===== src/rtl/fan_pkg.sv =====
// Shared constants for the fan tachometer monitor: register map, ID word,
// FSM encoding and STATUS bit positions.
package fan_pkg;

   localparam logic [2:0] AddrId         = 3'd0;
   localparam logic [2:0] AddrCtrl       = 3'd1;
   localparam logic [2:0] AddrTimeout    = 3'd2;
   localparam logic [2:0] AddrPeriod     = 3'd3;
   localparam logic [2:0] AddrPulseCount = 3'd4;
   localparam logic [2:0] AddrStatus     = 3'd5;

   localparam logic [31:0] FanId = 32'hEA68_0004;

   typedef enum logic [1:0] {
      StIdle    = 2'd0,
      StArm     = 2'd1,
      StMeasure = 2'd2
   } fan_state_e;

   localparam int unsigned StatusStall = 0;
   localparam int unsigned StatusValid = 1;
   localparam int unsigned StatusLevel = 2;

endpackage


===== src/rtl/tach_filter.sv =====
// Tach input conditioning: 2-flop synchroniser, programmable glitch filter and
// registered one-cycle pulse on each 1->0 transition of the filtered level.
module tach_filter
   import fan_pkg::*;
(
   input  logic       clk,
   input  logic       reset_n,
   input  logic [7:0] filt_len,
   input  logic       tach_in,
   output logic       level,
   output logic       fall_pulse
);

   logic       sync1_q, sync2_q;
   logic       level_q, level_d;
   logic       prev_q;
   logic       fall_q;
   logic [7:0] fcnt_q, fcnt_d;

   // >= rather than == so lowering filt_len mid-count cannot strand the counter
   always_comb begin
      level_d = level_q;
      fcnt_d  = '0;
      if (sync2_q != level_q) begin
         if (fcnt_q >= filt_len) begin
            level_d = sync2_q;
         end else begin
            fcnt_d = fcnt_q + 8'd1;
         end
      end
   end

   always_ff @(posedge clk or negedge reset_n) begin
      if (!reset_n) begin
         sync1_q <= 1'b1;
         sync2_q <= 1'b1;
         level_q <= 1'b1;
         prev_q  <= 1'b1;
         fall_q  <= 1'b0;
         fcnt_q  <= '0;
      end else begin
         sync1_q <= tach_in;
         sync2_q <= sync1_q;
         level_q <= level_d;
         prev_q  <= level_q;
         fall_q  <= prev_q & ~level_q;
         fcnt_q  <= fcnt_d;
      end
   end

   assign level      = level_q;
   assign fall_pulse = fall_q;

endmodule


===== src/rtl/fan_tach_monitor.sv =====
// Avalon-MM fan tachometer monitor: register file, period-measurement FSM,
// pulse counter and stall interrupt.
module fan_tach_monitor
   import fan_pkg::*;
#(
   parameter logic [7:0]  FILT_RST    = 8'd16,
   parameter logic [31:0] TIMEOUT_RST = 32'h0100_0000
) (
   input  logic        csi_MCLK_clk,
   input  logic        rsi_MRST_reset_n,
   input  logic [2:0]  avs_ctrl_address,
   input  logic [31:0] avs_ctrl_writedata,
   input  logic [3:0]  avs_ctrl_byteenable,
   input  logic        avs_ctrl_write,
   input  logic        avs_ctrl_read,
   output logic [31:0] avs_ctrl_readdata,
   output logic        avs_ctrl_waitrequest,
   input  logic        tach,
   output logic        irq
);

   logic        enable_q, enable_d;
   logic        irq_en_q, irq_en_d;
   logic [7:0]  filt_len_q, filt_len_d;
   logic [31:0] timeout_q, timeout_d;
   logic [31:0] cnt_q, cnt_d;
   logic [31:0] period_q, period_d;
   logic [31:0] pcount_q, pcount_d;
   logic        valid_q, valid_d;
   logic        stall_q, stall_d;
   logic        irq_q, irq_d;
   logic [31:0] readdata_q, readdata_d;
   fan_state_e  state_q, state_d;

   logic        level;
   logic        fall_pulse;
   logic        edge_cnt;
   logic        stall_set;
   logic        timeout_hit;
   logic        wr_pcount;
   logic        w1c_stall;
   logic        unused_read;

   // Reads have no side effects, so readdata is refreshed regardless of the strobe
   assign unused_read = avs_ctrl_read;

   tach_filter u_tach_filter (
      .clk        (csi_MCLK_clk),
      .reset_n    (rsi_MRST_reset_n),
      .filt_len   (filt_len_q),
      .tach_in    (tach),
      .level      (level),
      .fall_pulse (fall_pulse)
   );

   assign wr_pcount = avs_ctrl_write && (avs_ctrl_address == AddrPulseCount);
   assign w1c_stall = avs_ctrl_write && (avs_ctrl_address == AddrStatus) &&
                      avs_ctrl_writedata[StatusStall];

   assign timeout_hit = (timeout_q != '0) &&
                        (({1'b0, cnt_q} + 33'd1) >= {1'b0, timeout_q});

   // Configuration registers with byte-lane enables
   always_comb begin
      enable_d   = enable_q;
      irq_en_d   = irq_en_q;
      filt_len_d = filt_len_q;
      timeout_d  = timeout_q;
      if (avs_ctrl_write) begin
         if (avs_ctrl_address == AddrCtrl) begin
            if (avs_ctrl_byteenable[0]) begin
               enable_d = avs_ctrl_writedata[0];
               irq_en_d = avs_ctrl_writedata[1];
            end
            if (avs_ctrl_byteenable[1]) begin
               filt_len_d = avs_ctrl_writedata[15:8];
            end
         end
         if (avs_ctrl_address == AddrTimeout) begin
            for (int b = 0; b < 4; b++) begin
               if (avs_ctrl_byteenable[b]) begin
                  timeout_d[b*8 +: 8] = avs_ctrl_writedata[b*8 +: 8];
               end
            end
         end
      end
   end

   // Measurement FSM
   always_comb begin
      state_d   = state_q;
      cnt_d     = cnt_q;
      period_d  = period_q;
      valid_d   = valid_q;
      edge_cnt  = 1'b0;
      stall_set = 1'b0;
      unique case (state_q)
         StIdle: begin
            cnt_d    = '0;
            period_d = '0;
            valid_d  = 1'b0;
            if (enable_q) begin
               state_d = StArm;
            end
         end
         StArm: begin
            if (fall_pulse) begin
               cnt_d    = '0;
               edge_cnt = 1'b1;
               state_d  = StMeasure;
            end else if (timeout_hit) begin
               stall_set = 1'b1;
               valid_d   = 1'b0;
               period_d  = '0;
               cnt_d     = '0;
            end else if (cnt_q != '1) begin
               cnt_d = cnt_q + 32'd1;
            end
         end
         StMeasure: begin
            if (fall_pulse) begin
               period_d = cnt_q + 32'd1;
               valid_d  = 1'b1;
               cnt_d    = '0;
               edge_cnt = 1'b1;
            end else if (timeout_hit) begin
               stall_set = 1'b1;
               valid_d   = 1'b0;
               period_d  = '0;
               cnt_d     = '0;
               state_d   = StArm;
            end else begin
               cnt_d = cnt_q + 32'd1;
            end
         end
         default: state_d = StIdle;
      endcase
      if (!enable_q) begin
         state_d = StIdle;
      end
   end

   // A clear and a same-cycle edge leave the count at 1; a same-cycle stall beats W1C
   assign pcount_d = (wr_pcount ? 32'd0 : pcount_q) + {31'd0, edge_cnt};
   assign stall_d  = stall_set | (stall_q & ~w1c_stall);
   assign irq_d    = irq_en_q & stall_q;

   always_comb begin
      readdata_d = readdata_q;
      if (!avs_ctrl_write) begin
         unique case (avs_ctrl_address)
            AddrId:         readdata_d = FanId;
            AddrCtrl:       readdata_d = {16'd0, filt_len_q, 6'd0, irq_en_q, enable_q};
            AddrTimeout:    readdata_d = timeout_q;
            AddrPeriod:     readdata_d = period_q;
            AddrPulseCount: readdata_d = pcount_q;
            AddrStatus:     readdata_d = {29'd0, level, valid_q, stall_q};
            default:        readdata_d = '0;
         endcase
      end
   end

   always_ff @(posedge csi_MCLK_clk or negedge rsi_MRST_reset_n) begin
      if (!rsi_MRST_reset_n) begin
         enable_q   <= 1'b0;
         irq_en_q   <= 1'b0;
         filt_len_q <= FILT_RST;
         timeout_q  <= TIMEOUT_RST;
         cnt_q      <= '0;
         period_q   <= '0;
         pcount_q   <= '0;
         valid_q    <= 1'b0;
         stall_q    <= 1'b0;
         irq_q      <= 1'b0;
         readdata_q <= '0;
         state_q    <= StIdle;
      end else begin
         enable_q   <= enable_d;
         irq_en_q   <= irq_en_d;
         filt_len_q <= filt_len_d;
         timeout_q  <= timeout_d;
         cnt_q      <= cnt_d;
         period_q   <= period_d;
         pcount_q   <= pcount_d;
         valid_q    <= valid_d;
         stall_q    <= stall_d;
         irq_q      <= irq_d;
         readdata_q <= readdata_d;
         state_q    <= state_d;
      end
   end

   assign avs_ctrl_readdata    = readdata_q;
   assign avs_ctrl_waitrequest = 1'b0;
   assign irq                  = irq_q;

endmodule


===== config.mk =====
export PLATFORM = sky130hd
export DESIGN_NAME = fan_tach_monitor
export DESIGN_NICKNAME = d
export VERILOG_FILES = /design/src/rtl/fan_pkg.sv /design/src/rtl/tach_filter.sv /design/src/rtl/fan_tach_monitor.sv
export SDC_FILE = /design/constraint.sdc
export NUM_CORES = 1
export LEC_CHECK = 0
export BUFFER_PORTS_ARGS = -buffer_cell sky130_fd_sc_hd__buf_2
export CAP_MARGIN = 30
export CORE_UTILIZATION = 56
export CTS_BUF_LIST = sky130_fd_sc_hd__clkbuf_4
export CTS_CLUSTER_DIAMETER = 40
export DETAILED_ROUTE_END_ITERATION = 10
export HOLD_SLACK_MARGIN = 0.06
export PLACE_DENSITY = 0.75
export RECOVER_POWER = 100
export SLEW_MARGIN = 20
export SYNTH_ARGS = -nofsm -noshare
export SYNTH_HDL_FRONTEND = slang
export SYNTH_HIERARCHICAL = 1
export SYNTH_SLANG_ARGS = --single-unit

===== constraint.sdc =====
create_clock -name csi_MCLK_clk -period 10.03 [get_ports csi_MCLK_clk]
set_clock_uncertainty 0.1 [all_clocks]
set_input_delay 0.5015 -clock csi_MCLK_clk [delete_from_list [all_inputs] [get_ports csi_MCLK_clk]]
set_output_delay 0.5015 -clock csi_MCLK_clk [all_outputs]
set_load 0.1 [all_outputs]

==> key figures <==
STA
  – RSZ-0062 raised after global routing: false
  – Setup violation total in the final timing report: 0
  – Slew HR: -121%
  – Fin. max-slew vios: 209
  – Setup_tns: 0 ns
  – Period utilization: 64.7%
  – Final Hold Viols: 0
  – Final worst path period need: 6.48 ns
  – Least-Margin Pin Slew: 3.32 ns
  – Final WS setup: 3.55 ns
  – Fmax: 154 MHz

Die
  – Die Area: 18500 um2
  – # IOs: 78
  – Core Area: 17400 um2
  – Die Ht: 136 um
  – Die Span X: 136 um
  – Initial Utilization: 57.6%
  – Core Rows: 48

Pwr
  – Static Leak: 5.32 nW
  – Tot Pwr: 1.90 mW
  – PD cells: 170 nW/um2
  – Peak supply drop: 122 uV

Job
  – Max-capacitance violation count: 4

Setup path
  – Worst reg2reg endpoint: period_q[10]
  – FF-to-FF Start: cnt_q[0]
  – Reg2Reg Depth: 16
  – Crit path kind: flop to flop
  – CP startpoint kind: flop
  – Arr. time, crit path: 6.90 ns
  – R2r setup slk: 3.55 ns
  – Critical path capture point type: flop
  – Critical path fanouts, max: 23
  – Req. time, crit path: 10.45 ns
  – Crit. Startpoint: cnt_q[0]

Clock network
  – H-tree Lvls: 4
  – Root Buffer: clkbuf_4
  – CTS Buf Count: 17
  – Longest Clk Path Bufs: 2
  – Clock sinks: 188
  – Clock-pin slew on the worst setup and hold paths: 0.15 ns
  – Clk Latency, worst-skew pair: 0.59 ns
  – Post_cts resized: 0
  – TritonCTS clock tree: done

Detailed routing
  – DRT Pass-1 Iters: 5
  – Total Wirelength: 24900 um
  – Vias: 7859
  – Vias/cell: 5.93
  – Initial DRC Count: 479
  – Final ANT Viol Nets: 0
  – Drt wl/cell: 18.8 um
  – Drc violations: 0

GRT
  – First-pass GRT wire length: 40200 um
  – Antenna violations before repair: 1
  – All-Layer GR Usage: 28.5%
  – Via count of the first global-routing pass: 7711
  – Largest net degree at the start of global routing: 117
  – Grt met1 use: 39.8%
  – Grt peak-use layer: met2
  – GR Overflow Total: 0
  – Met3 Use GR: 5.22%
  – Met2 Use GR: 44.4%

Placement
  – Cell total after placement: 1255
  – Post-DP HPWL: 17200 um
  – Gp weighted congestion: 0.889
  – Pre-CTS WS: 4.79 ns
  – Port bufs: 75

Synth
  – Post-synth top area share: 45.4%
  – Post-synth EDFFs: 0
  – Post-Syn Area: 10000 um2
  – Ys flop type: dfrtp_1
  – Synth area leader: dfrtp_1
  – Synthesized net count: 1083
  – Yosys reg bits: 188
  – FFs w/ async S/R, synth: 100%
  – Largest cells by area after synthesis: dfrtp_1 45%, ha_1 6.0%, a22o_1 5.3%
  – Synth warnings: 6
  – Mean Syn Cell Area: 10.1 um2
  – Number of distinct library cells after synthesis: 57
  – Synth Instances: 991
  – Sequential share of the synthesized area: 47.0%

Run status
  – Failing checks: max-capacitance violations, max-slew violations
  – Outcome: complete, but fails checks

Cells and area
  – Most common cell after layout, fill and taps aside: dfrtp_1
  – Layout cells sized above 1: 11.6%
  – Most frequent cells in the layout: 182 x dfrtp_1, 96 x nand2_1, 69 x inv_1
  – Synthesis-to-finish area growth: 11.1%
  – Final layout net count: 1178
  – Final std cells w/o fill: 1325

Min path
  – Hold/Removal Path Class: input port to flop
  – WHS Path Cells: 2
  – HP Start: avs_ctrl_writedata[2]
  – Hold Path End: timeout_q[2]
## critical path, cell delays in order (launching register included)
cell and delay (ns):
dfrtp_1 0.51, ha_1 0.28, and3_1 0.26, nand3_1 0.36
nor3_1 0.57, and4_1 0.28, xnor2_1 0.20, inv_1 0.08
ha_1 0.29, nand3_1 0.16, nor3_1 0.08, a221o_1 0.36
nor4_1 0.36, o211ai_1 0.19, o31ai_1 1.09, clkbuf_1 0.97
a22o_1 0.26
## timing repair
action | 4_1_cts | 5_1_grt
endpoints found under the hold margin | 149 | 0
hold buffers | 32 | 0
buffers inserted | 0 | 0
## synth_stat cells (3+ instances only)
| cell | n |
|---|---|
| a21oi_1 | 46 |
| nand2_1 | 96 |
| inv_1 | 69 |
| ha_1 | 48 |
| dfrtp_1 | 182 |
| o21ai_0 | 47 |
| o2bb2ai_1 | 9 |
| clkbuf_1 | 26 |
| xor2_1 | 48 |
| o31ai_1 | 23 |
| and4_1 | 10 |
| mux2_2 | 44 |
| buf_1 | 4 |
| o21a_1 | 3 |
| a31oi_1 | 4 |
| nand3_1 | 36 |
| nand4_1 | 19 |
| dfstp_2 | 6 |
| a22o_1 | 61 |
| xnor2_1 | 18 |
| and2_1 | 7 |
| nor3_1 | 7 |
| nor2_1 | 68 |
| a31o_2 | 3 |
| nor2b_1 | 8 |
| nor4_1 | 13 |
| and3_1 | 15 |
| mux2i_1 | 25 |
| or4_1 | 4 |
| buf_2 | 10 |
## metrics by stage
step | utilization (%) | hold slack, ns | cell area, um2
final | 64.0 | 0.0946 | 11200
after floorplan | - | 0.106 | 10000
after global placement | 60.8 | 0.246 | 10600
after global routing | 64.0 | 0.0632 | 11200
after detailed placement | 60.8 | 0.249 | 10600
after CTS | 64.5 | 0.0735 | 11200
## power by group
group | internal, mW | switching, mW | total (mW) | leakage (nW)
clock | 0.203 | 0.270 | 0.473 | 0.170
sequential | 0.834 | 0.0838 | 0.917 | 2.52
combinational | 0.161 | 0.347 | 0.508 | 2.63
total | 1.20 | 0.701 | 1.90 | 5.32
## worst max-delay path by stage
stage / end / slack, ns / depth (start not counted)
6_report: period_q[10] / 3.55 / 16
2_1_floorplan: period_q[27] / 5.90 / 16
5_1_grt: avs_ctrl_readdata[19] / 2.69 / 4
3_3_place_gp: cnt_q[0] / 4.89 / 16
4_1_cts: cnt_q[0] / 4.75 / 16
3_5_place_dp: cnt_q[0] / 4.79 / 16
## area by class of cell
cell class              count  area [um2]
inverters                  71         267
well taps                 225         282
multi-input cells         690        4840
flip-flops and latches    188        4710
diodes                      1        2.50
repair buffers            118         718
fillers                  1414        6260
clock inverters            14         194
clock buffers              18         135
## registers in the layout (all words and copies together) (netlist names), 2 cells and up
signal,flops
avs_ctrl_readdata,32
pcount_q,32
cnt_q,32
u_tach_filter/fcnt_q,8
timeout_q,32
state_q,2
filt_len_q,8
period_q,32
## cell families (layout without fill, tap and decap cells)
group                    count (synthesis)  in the layout  share of synthesized area [%]
other                                    1              2                         0.0374
buffers and inverters                  113            221                           4.40
multiplexers                            70             70                           7.58
flip-flops                             188            188                           47.0
XOR/XNOR                                66             66                           5.76
AND/OR/NAND/NOR                        293            293                           14.3
adder cells (fa/ha/maj)                 48             48                           5.98
AO/OA/AOI/OAI                          212            212                           14.9
## routing by layer
| layer | up-vias | part of all wire, % |
|---|---|---|
| met5 | - | 0 |
| met3 | 44 | 5.5 |
| met2 | 248 | 47 |
| met4 | 0 | 3.0 |
| met1 | 3843 | 45 |
| li1 | 3724 | - |
No activity file was read; power rests on OpenSTA's default activity.
